File: src/rtl/ic_lru_ctrl.sv
// Tree-PLRU replacement controller: clears the LRU RAM, picks victims on miss,
// writes back updated state with a one-deep bypass for back-to-back same-line access.
module ic_lru_ctrl #(
  parameter int LINES  = 256,
  parameter int WAYS   = 8,
  parameter int LINE_W = $clog2(LINES),
  parameter int WAY_W  = $clog2(WAYS)
) (
  input  logic              clk,
  input  logic              rst_n,
  input  logic              flush,
  output logic              init_done,
  input  logic              req_valid,
  output logic              req_ready,
  input  logic [LINE_W-1:0] req_line,
  input  logic              req_hit,
  input  logic [WAY_W-1:0]  req_way,
  output logic              rsp_valid,
  output logic [LINE_W-1:0] rsp_line,
  output logic              rsp_hit,
  output logic [WAY_W-1:0]  rsp_way,
  output logic              lru_rd_en,
  output logic [LINE_W-1:0] lru_rd_line,
  input  logic [7:0]        lru_rd_data,
  output logic              lru_wr_en,
  output logic [LINE_W-1:0] lru_wr_line,
  output logic [7:0]        lru_wr_data
);

  localparam logic [7:0]        STATE_MASK = 8'((1 << (WAYS - 1)) - 1);
  localparam logic [LINE_W-1:0] LAST_LINE  = LINE_W'(LINES - 1);

  typedef enum logic [1:0] {INIT, RUN, DRAIN} state_t;

  state_t              state;
  logic [LINE_W-1:0]   cnt;
  logic                s1_valid, s1_hit;
  logic [LINE_W-1:0]   s1_line;
  logic [WAY_W-1:0]    s1_way;
  logic                byp_valid;
  logic [LINE_W-1:0]   byp_line;
  logic [7:0]          byp_data;
  logic                accept;
  logic [7:0]          cur, upd;
  logic [WAY_W-1:0]    tgt;

  // Walk from the root following node bits; the path bits form the way index.
  function automatic logic [WAY_W-1:0] plru_victim(input logic [7:0] s);
    logic [3:0]       n;
    logic [WAY_W-1:0] w;
    n = '0;
    w = '0;
    for (int l = 0; l < WAY_W; l++) begin
      w = WAY_W'({w, s[n[2:0]]});
      n = {n[2:0], 1'b0} + 4'd1 + {3'b0, s[n[2:0]]};
    end
    return w;
  endfunction

  // Each node on the path to w points to the opposite side of w.
  function automatic logic [7:0] plru_update(input logic [7:0] s, input logic [WAY_W-1:0] w);
    logic [7:0] r;
    logic [3:0] n;
    r = s;
    n = '0;
    for (int l = 0; l < WAY_W; l++) begin
      r[n[2:0]] = ~w[WAY_W-1-l];
      n = {n[2:0], 1'b0} + 4'd1 + {3'b0, w[WAY_W-1-l]};
    end
    return r;
  endfunction

  assign accept      = req_valid && req_ready;
  assign lru_rd_en   = accept;
  assign lru_rd_line = accept ? req_line : '0;

  always_comb begin
    cur = (byp_valid && byp_line == s1_line) ? byp_data : (lru_rd_data & STATE_MASK);
    tgt = s1_hit ? s1_way : plru_victim(cur);
    upd = plru_update(cur, tgt) & STATE_MASK;
  end

  assign rsp_valid = s1_valid;
  assign rsp_line  = s1_line;
  assign rsp_hit   = s1_hit;
  assign rsp_way   = s1_valid ? tgt : '0;

  // Stage-1 write has priority; it only coexists with DRAIN, never with INIT.
  always_comb begin
    lru_wr_en   = 1'b0;
    lru_wr_line = '0;
    lru_wr_data = '0;
    if (rst_n && s1_valid) begin
      lru_wr_en   = 1'b1;
      lru_wr_line = s1_line;
      lru_wr_data = upd;
    end else if (rst_n && state == INIT) begin
      lru_wr_en   = 1'b1;
      lru_wr_line = cnt;
    end
  end

  always_ff @(posedge clk) begin
    if (!rst_n) begin
      state     <= INIT;
      cnt       <= '0;
      req_ready <= 1'b0;
      init_done <= 1'b0;
      s1_valid  <= 1'b0;
      s1_line   <= '0;
      s1_hit    <= 1'b0;
      s1_way    <= '0;
      byp_valid <= 1'b0;
      byp_line  <= '0;
      byp_data  <= '0;
    end else begin
      s1_valid  <= accept;
      byp_valid <= lru_wr_en;
      if (accept) begin
        s1_line <= req_line;
        s1_hit  <= req_hit;
        s1_way  <= req_hit ? req_way : '0;
      end
      if (lru_wr_en) begin
        byp_line <= lru_wr_line;
        byp_data <= lru_wr_data;
      end
      case (state)
        INIT: begin
          if (flush) begin
            cnt       <= '0;
            byp_valid <= 1'b0;
          end else if (cnt == LAST_LINE) begin
            state     <= RUN;
            cnt       <= '0;
            req_ready <= 1'b1;
            init_done <= 1'b1;
          end else begin
            cnt <= cnt + 1'b1;
          end
        end
        RUN: begin
          if (flush) begin
            state     <= DRAIN;
            req_ready <= 1'b0;
            init_done <= 1'b0;
          end
        end
        default: begin
          state     <= INIT;
          cnt       <= '0;
          byp_valid <= 1'b0;
        end
      endcase
    end
  end

endmodule
File: config.mk
export PLATFORM = sky130hd
export DESIGN_NAME = ic_lru_ctrl
export DESIGN_NICKNAME = d
export VERILOG_FILES = /design/src/rtl/ic_lru_ctrl.sv
export SDC_FILE = /design/constraint.sdc
export NUM_CORES = 1
export LEC_CHECK = 0
export ABC_AREA = 1
export BUFFER_PORTS_ARGS = -buffer_cell sky130_fd_sc_hd__buf_2
export CAP_MARGIN = 20
export CELL_PAD_IN_SITES_DETAIL_PLACEMENT = 2
export CELL_PAD_IN_SITES_GLOBAL_PLACEMENT = 2
export CORE_ASPECT_RATIO = 0.9
export CORE_MARGIN = 3
export CORE_UTILIZATION = 25
export DETAILED_ROUTE_END_ITERATION = 10
export GPL_TIMING_DRIVEN = 0
export PLACE_DENSITY = 0.87
export SLEW_MARGIN = 20
export SYNTH_ARGS = -nofsm -noshare
export SYNTH_HDL_FRONTEND = slang
export SYNTH_SLANG_ARGS = --single-unit
File: constraint.sdc
create_clock -name clk -period 2.1 [get_ports clk]
set_clock_uncertainty 0.05 [all_clocks]
set_input_delay 0.21 -clock clk [delete_from_list [all_inputs] [get_ports clk]]
set_output_delay 0.21 -clock clk [all_outputs]
set_load 0.02 [all_outputs]
==> results of run 1 <==
==> final timing paths <==
path                                   end  slack (ps)
setup / recovery            lru_wr_data[1]       -1030
hold / removal      s1_way[1]$_SDFFE_PN0P_         100
setup reg to reg  byp_data[6]$_SDFFE_PN0N_        -790
hold reg to reg     s1_way[2]$_SDFFE_PN0P_         440
==> worst max-delay path: stages, from the launching register on <==
cell      delay [ps]
dfxtp_2          380
inv_2             70
a21boi_4         190
buf_6            150
nand3_4           80
nor2_4           200
nand3_2          140
nand2_4          140
nand2_4          100
nand3_4          120
nand2_4          100
ha_4             250
nor2_4           140
nand2_4           90
inv_2             70
nand2_2           60
nand2_2           90
inv_2             40
buf_6            120
==> cell type report <==
type                    instances  area [sq um]  area share, %
multi-input cells             248          1770           44.2
well taps                     122           153           3.82
inverters                      69           269           6.73
clock inverters                 2          35.0          0.876
plain buffers                   9          63.8           1.60
repair buffers                115           802           20.1
flip-flops and latches         40           836           20.9
clock buffers                   6          72.6           1.81
==> what timing repair did <==
action | in CTS | in global routing
pin swaps | 42 | 32
hold endpoints to repair | 0 | 0
gates resized for setup | 73 | 65
setup buffers | 35 | 22
endpoints found under the setup margin | 26 | 34
hold buffers | 0 | 0
==> placed cells by master (no fill, tap or decap), drive strengths merged, types with 3 or more instances in the layout <==
master	count
buf	120
nand2	118
inv	67
dfxtp	40
nor2	31
a21oi	29
nand3	24
o21ai	13
clkbuf	10
a22oi	6
or2	6
ha	5
xor2	3
==> kinds of logic (layout without fill, tap and decap cells) <==
group / Yosys count / count (layout)
AO/OA/AOI/OAI: 54 / 54
XOR/XNOR: 3 / 3
adder cells (fa/ha/maj): 5 / 5
buffers and inverters: 78 / 201
flip-flops: 40 / 40
other: 1 / 1
AND/OR/NAND/NOR: 185 / 185
==> power breakdown <==
part | internal (W) | switching [W] | total, W
logic | 0.000191 | 0.000284 | 0.000475
registers | 0.000754 | 0.00000435 | 0.000758
clock network | 0.000354 | 0.000332 | 0.000686
total | 0.00130 | 0.000620 | 0.00192
==> routing by layer <==
layer / wire length, um / vias up / global-route usage (%)
met5: 0 / - / 0
li1: - / 1369 / -
met4: 676 / 0 / 9.78
met2: 7960 / 144 / 45.3
met3: 843 / 53 / 3.99
met1: 6410 / 1601 / 31.9
==> registers in the layout (all words and copies together), names as in the netlist <==
signal / flops
req_ready: 1
byp_valid: 1
state: 2
rsp_hit: 1
rsp_line: 8
rsp_valid: 1
s1_way: 3
byp_line: 8
byp_data: 7
cnt: 8
==> per-stage QoR <==
step / cell area, sq um / setup TNS, ps / power, W / instances
CTS: 3590 / -7800 / 0.00179 / 589
detailed placement: 2970 / -8190 / 0.00103 / 549
global placement: 2970 / -5920 / 0.00101 / 549
global route: 4000 / -14060 / 0.00196 / 611
floorplan: 2510 / -686 / 0.000949 / 366
finish: 4000 / -12700 / 0.00192 / 611
==> flow_summary.ini, run 1 <==
[sta]
fin_crit_ps = 3130
timing.final.crit_share_pct = 149
setup_violations = 18
max_freq_ghz = 0.319
worst_hold_slack_ps = 103
fin_ws_ps = -1030
max_slew.worst_pin.slew_ps = 862
slew_viol_final = 0
finalHoldViolCount = 0
rsz0062_at_grt = true
relSlewSlack_pct = 42.5

[yosys]
synth_edf_count = 0
synthTopCellsByArea = dfxtp_1, nand2_1, inv_1
seq_area_frac_synth_pct = 33.4
synth_top_area_cell = dfxtp_1
synth_top_family_by_area = simple AND/OR/NAND/NOR gates
syn_nets = 395
ys.warnings.count = 0
netlist_area_sq_mm = 0.00240
ys.flop_type = dfxtp_1
synth_top_area_share_pct = 33.4
synthAdderAreaFrac_pct = 2.61
synth-seq-cells = 40
async_reset_ff_share_pct = 0
synth-compound-area-share_pct = 14.0
synth.mux.area_fraction_pct = 0
synth.most_common_cell = nand2_1
avgSynthCellArea_sq_um = 6.55
synthCells = 366
synth-xor-area-share_pct = 1.10
ys_types = 37
synthTopCellsByCount = nand2_1, inv_1, dfxtp_1, nor2_1, nand2_2
yosys.area_share.simple_pct = 36.1

[global_routing]
grt_pass1_wl_mm = 20.8
grt_overflow_total = 0
grt_pass1_vias = 3425
grtUsageTotal_pct = 26.0
grt_max_degree = 13
antenna_found_initial = 0

[route]
drtIter0Drc = 207
first_pass_iters = 5
route.detailed.drc = 0
wirelength_mm = 15.9
drtAntennaViolNets = 0
detailroute.via_count = 3167
wl_per_cell_um = 26.0
routed_via_density = 5.18

[pwr]
powerDensity_mw_per_mm2 = 480
peakVddDrop_mv = 0.260
p_leak_nw = 1.97

[clocking]
path_clk_slew_ps = 110
clk_path_buf_depth = 2
clk_latency_ps = 330
cts_sinks = 40
cts_made_buffers = 5
tritoncts = built
cts_max_level = 2
cts-root-buf = clkbuf_8

[hold_path]
holdPathStages = 3
hold_class = input pin to flip-flop
min_from = req_way[1]

[critical_path]
end_kind = output port
ff2ff_path_depth = 20
critical_path_class = flip-flop to output port
worstPathMaxFanout = 5
timing.rr.start = byp_line[7]$_SDFFE_PN0N_
critPathLaunch = byp_line[7]$_SDFFE_PN0N_
crit_path_start_kind = flip-flop
required_ps = 1840
critPathArrivalTime_ps = 2870

[placement]
portBuffers = 61
gp_congestion = 0.853
place_ws_ps = -690
hpwlAfterDp_mm = 7.29

[layout]
area_growth_pct = 66.9
n_antenna_cell = 0
drive_above_1_share_pct = 54.6
nets = 517
fin_util_pct = 43.4
fillers = 1032

[floorplanning]
die_y_um = 98.9
placementRows = 33
core_area_sq_mm = 0.00921
initial_core_util_pct = 26.0
die_w_um = 109
dieArea_sq_mm = 0.0108
io_pins = 65

[flow_run]
drv_cap = 0

[outcome]
violations = setup timing
status = finished with violations
Note: power is estimated with default switching activity, not from simulation.
==> run 2: changes to the inputs <==
--- a/config.mk
+++ b/config.mk
@@ -15,7 +15,7 @@
 export CORE_UTILIZATION = 25
 export DETAILED_ROUTE_END_ITERATION = 10
 export GPL_TIMING_DRIVEN = 0
-export PLACE_DENSITY = 0.87
+export PLACE_DENSITY_LB_ADDON = 0.1
 export SLEW_MARGIN = 20
 export SYNTH_ARGS = -nofsm -noshare
 export SYNTH_HDL_FRONTEND = slang
==> flow_summary.ini, run 2 (same netlist as run 1, synthesis figures left out) <==
[outcome]
status = finished with violations
violations = setup timing

[critical_path]
critical-path-slowest-cell = dfxtp_2
end_kind = output port
crit_path_start_kind = flip-flop
crit_buf_inv = 3
max_stage_delay_ps = 370
worstPathCellList = inv_2 > a21boi_4 > nand2_1 > nor2_2 > nand3_4 > nand2_4 > nand2_8 > nand2_8 > nand3_4 > nand2_4 > ha_4 > nor2_4 > nand2_2 > a21oi_2 > nand2_2 > inv_2 > buf_6
rr_endpoint = byp_data[1]$_SDFFE_PN0N_
required_ps = 1840
timing.rr.start = byp_line[7]$_SDFFE_PN0N_
critPathTopFamily = simple AND/OR/NAND/NOR gates
ff2ff_path_depth = 18
critPathArrivalTime_ps = 2650
r2r_slack_ps = -570
worstPathMaxFanout = 6
critical_path_class = flip-flop to output port

[placement]
placed_cells = 549
portBuffers = 61
hpwlAfterDp_mm = 6.95
gp_congestion = 0.808
place_ws_ps = -650

[sta]
max_slew.worst_pin.slew_ps = 791
relSlewSlack_pct = 47.2
max_freq_ghz = 0.343
fin_crit_ps = 2910
finalHoldViolCount = 0
rsz0062_at_grt = true
worst_hold_slack_ps = 117
setup_violations = 16
timing.final.crit_share_pct = 139
slew_viol_final = 0
fin_ws_ps = -813

[pwr]
peakVddDrop_mv = 0.234
p_leak_nw = 1.90
powerDensity_mw_per_mm2 = 458
total_power_w = 0.00175

[floorplanning]
placementRows = 33
die_y_um = 98.9
dieArea_sq_mm = 0.0108
io_pins = 65
initial_core_util_pct = 26.0
core_area_sq_mm = 0.00921
die_w_um = 109

[hold_path]
holdPathStages = 3
hold_class = input pin to flip-flop
min_from = req_way[1]
worst_hold_path.endpoint = s1_way[1]$_SDFFE_PN0P_

[global_routing]
grt_max_degree = 12
grt_pass1_wl_mm = 15.6
grtUsageTotal_pct = 18.4
antenna_found_initial = 0
grt_overflow_total = 0
grt_pass1_vias = 2948

[clocking]
tritoncts = built
clk_path_buf_depth = 2
clk_latency_ps = 290
cts_max_level = 2
cts-root-buf = clkbuf_8
path_clk_slew_ps = 80
cts_sinks = 40
cts_made_buffers = 5
ctsHoldBuffers = 0

[route]
detailroute.via_count = 2759
wirelength_mm = 10.7
first_pass_iters = 4
drtIter0Drc = 44
drtAntennaViolNets = 0
wl_per_cell_um = 18.0
routed_via_density = 4.62
route.detailed.drc = 0

[layout]
final_common_cell = nand2_1
n_antenna_cell = 0
area_growth_pct = 59.1
final_cell_mix = nand2_1, buf_2, inv_1
nets = 503
final_cells = 597
fin_util_pct = 41.4
drive_above_1_share_pct = 50.9

[flow_run]
drv_cap = 0
[run 2: changes by cell type in the layout (fill, tap and decap cells not counted), moves of 4 or more]
| cell | change |
|---|---|
| a22oi_1 | +6 |
| nand2_4 | +8 |
| buf_4 | -13 |
| nand2_2 | -10 |
| inv_2 | +6 |
| inv_1 | -4 |
| a22oi_2 | -6 |
[run 2: how the worst max path moves through the flow]
| stage | from | to | slack (ps) | depth (start not counted) |
|---|---|---|---|---|
| CTS | rsp_line[3]$_SDFFE_PN0P_ | lru_wr_data[1] | -650 | 18 |
| detailed placement | byp_line[4]$_SDFFE_PN0N_ | lru_wr_data[1] | -650 | 14 |
| floorplan | rsp_line[4]$_SDFFE_PN0P_ | lru_wr_data[1] | -160 | 12 |
| finish | byp_line[7]$_SDFFE_PN0N_ | lru_wr_data[1] | -810 | 17 |
| global placement | byp_line[4]$_SDFFE_PN0N_ | lru_wr_data[1] | -620 | 14 |
| global route | byp_line[7]$_SDFFE_PN0N_ | lru_wr_data[1] | -920 | 17 |
[run 2: worst min-delay path, stage by stage]
cell	delay [ps]
buf_2	90
nand2_1	60
a21oi_1	50
[run 2: per-stage QoR]
| stage | TNS, ps | cell area [sq um] |
|---|---|---|
| 6_report | -8420 | 3810 |
| 5_1_grt | -10380 | 3810 |
| 4_1_cts | -5460 | 3430 |
| 3_5_place_dp | -9280 | 2970 |
| 3_3_place_gp | -8530 | 2970 |
| 2_1_floorplan | -686 | 2510 |
[run 2: power by group]
part           switching, W  internal, W
clock network      0.000276     0.000269
registers        0.00000278     0.000755
logic              0.000256     0.000186
total              0.000535      0.00121
[run 2: cell type report]
cell class,count,area (sq um)
Clock buffer,8,90.1
Fill cell,1093,5400
Sequential cell,40,832
Tap cell,122,153
Buffer,9,60.1
Multi-Input combinational cell,248,1730
Inverter,69,263
Timing Repair Buffer,101,681
[run 2: timing repair]
item,4_1_cts,5_1_grt
setup buffers,23,17
endpoints found under the setup margin,28,34
resized for setup,58,67
pin swaps,33,36
[run 2: routing by layer]
layer / part of all wire, % / up-vias / wire, um / global-route usage, %
met5: 0 / - / 0 / 0
met4: 1.1 / 0 / 123 / 3.74
met2: 52 / 48 / 5570 / 31.3
met3: 3.1 / 10 / 338 / 2.55
li1: - / 1347 / - / -
met1: 44 / 1354 / 4710 / 24.9
==> run 3: changes to the inputs <==
--- a/config.mk
+++ b/config.mk
@@ -6,7 +6,7 @@
 export NUM_CORES = 1
 export LEC_CHECK = 0
 export ABC_AREA = 1
-export BUFFER_PORTS_ARGS = -buffer_cell sky130_fd_sc_hd__buf_2
+export BUFFER_PORTS_ARGS = -buffer_cell sky130_fd_sc_hd__buf_4
 export CAP_MARGIN = 20
 export CELL_PAD_IN_SITES_DETAIL_PLACEMENT = 2
 export CELL_PAD_IN_SITES_GLOBAL_PLACEMENT = 2
==> flow_summary.ini, run 3 (same netlist as run 1, synthesis figures left out) <==
[floorplanning]
dieArea_sq_mm = 0.0108
placementRows = 33
io_pins = 65
initial_core_util_pct = 26.0
core_area_sq_mm = 0.00921
die_y_um = 98.9
die_w_um = 109

[flow_run]
drv_cap = 0

[outcome]
violations = setup timing
status = finished with violations

[layout]
nets = 498
final_common_cell = buf_4
post-route-cell-area_sq_mm = 0.00379
drive_above_1_share_pct = 50.6
final_cell_mix = buf_4, nand2_1, inv_1
n_antenna_cell = 0
area_growth_pct = 58.2

[clocking]
cts_max_level = 2
cts-root-buf = clkbuf_8
cts_made_buffers = 5
clk_path_buf_depth = 2
cts_sinks = 40
clk_latency_ps = 290
tritoncts = built
path_clk_slew_ps = 80
ctsHoldBuffers = 0

[placement]
hpwlAfterDp_mm = 6.79
portBuffers = 61
place_area_sq_mm = 0.00312
gp_congestion = 0.833
place_ws_ps = -674

[critical_path]
critPathArrivalTime_ps = 2480
r2r_slack_ps = -590
crit_path_start_kind = flip-flop
worstPathMaxFanout = 5
critical_path_class = flip-flop to output port
required_ps = 1840
end_kind = output port

[global_routing]
grt_pass1_vias = 2890
grt_max_degree = 13
grt_overflow_total = 0
grtUsageTotal_pct = 17.9
antenna_found_initial = 0
grt_pass1_wl_mm = 15.1

[sta]
setup_violations = 16
fin_ws_ps = -642
tns_ps = -6820
timing.final.crit_share_pct = 131
relSlewSlack_pct = 48.8
rsz0062_at_grt = true
max_slew.worst_pin.slew_ps = 768
finalHoldViolCount = 0
slew_viol_final = 0
max_freq_ghz = 0.365
fin_crit_ps = 2740

[route]
wirelength_mm = 9.38
detailroute.via_count = 2678
first_pass_iters = 4
wl_per_cell_um = 15.8
drtIter0Drc = 93
route.detailed.drc = 0
drtAntennaViolNets = 0
routed_via_density = 4.52

[hold_path]
hold_class = input pin to flip-flop

[pwr]
total_power_w = 0.00165
peakVddDrop_mv = 0.219
p_leak_nw = 1.83
powerDensity_mw_per_mm2 = 435
[run 3: cell types whose count changed in the layout (fill, tap and decap cells not counted), sizes merged]
cell    change
clkinv      +1
clkbuf      +1
buf         -7
[run 3: path summary, 6_finish.rpt]
check	start	end	depth (start not counted)
max	byp_line[7]$_SDFFE_PN0N_	lru_wr_data[4]	18
min	flush	byp_valid$_SDFF_PN0_	2
max reg2reg	byp_line[7]$_SDFFE_PN0N_	byp_data[1]$_SDFFE_PN0N_	21
min reg2reg	byp_data[4]$_SDFFE_PN0N_	byp_data[4]$_SDFFE_PN0N_	2
[run 3: metal layers]
metal  GRT usage [%]  share of wire [%]
met2            28.5                 48
met1            25.9                 49
met3            2.82                2.6
met5               0                  0
met4            3.26               0.45
[run 3: area by class of cell]
class | count | area (sq um)
fillers | 1083 | 5420
plain buffers | 9 | 60.1
multi-input cells | 248 | 1610
clock buffers | 7 | 76.3
clock inverters | 1 | 5.00
well taps | 122 | 153
flip-flops and latches | 40 | 832
inverters | 69 | 265
repair buffers | 96 | 792
[run 3: power breakdown]
part | switching, W | internal, W | leakage [nW]
registers | 0.00000260 | 0.000755 | 0.331
logic | 0.000211 | 0.000167 | 1.46
clock network | 0.000277 | 0.000234 | 0.0422
total | 0.000491 | 0.00116 | 1.83
[run 3: timing repair]
| action | CTS | global route |
|---|---|---|
| pin swaps | 33 | 29 |
| endpoints found under the setup margin | 28 | 33 |
| buffers inserted | 30 | 9 |
| gates resized for setup | 62 | 39 |
[run 3: worst max-delay path: stages, from the launching register on]
cell and delay [ps]:
dfxtp_2 350, inv_2 40, a21boi_2 170, nand2_1 90, nor2_2 130, nand3_4 180
nand2_4 130, nand2_4 80, nand2_4 90, nand2_2 60, nand2_2 70, nand2_4 90
ha_4 170, or2_4 220, nand2_2 60, inv_2 30, nand2_2 70, inv_2 40
buf_6 120
[run 3: per-stage QoR]
stage	instances	util [%]	hold WS, ps
2_1_floorplan	366	-	263
3_3_place_gp	549	33.9	411
3_5_place_dp	549	33.9	421
4_1_cts	584	39.4	112
5_1_grt	592	41.2	130
6_report	592	41.2	129
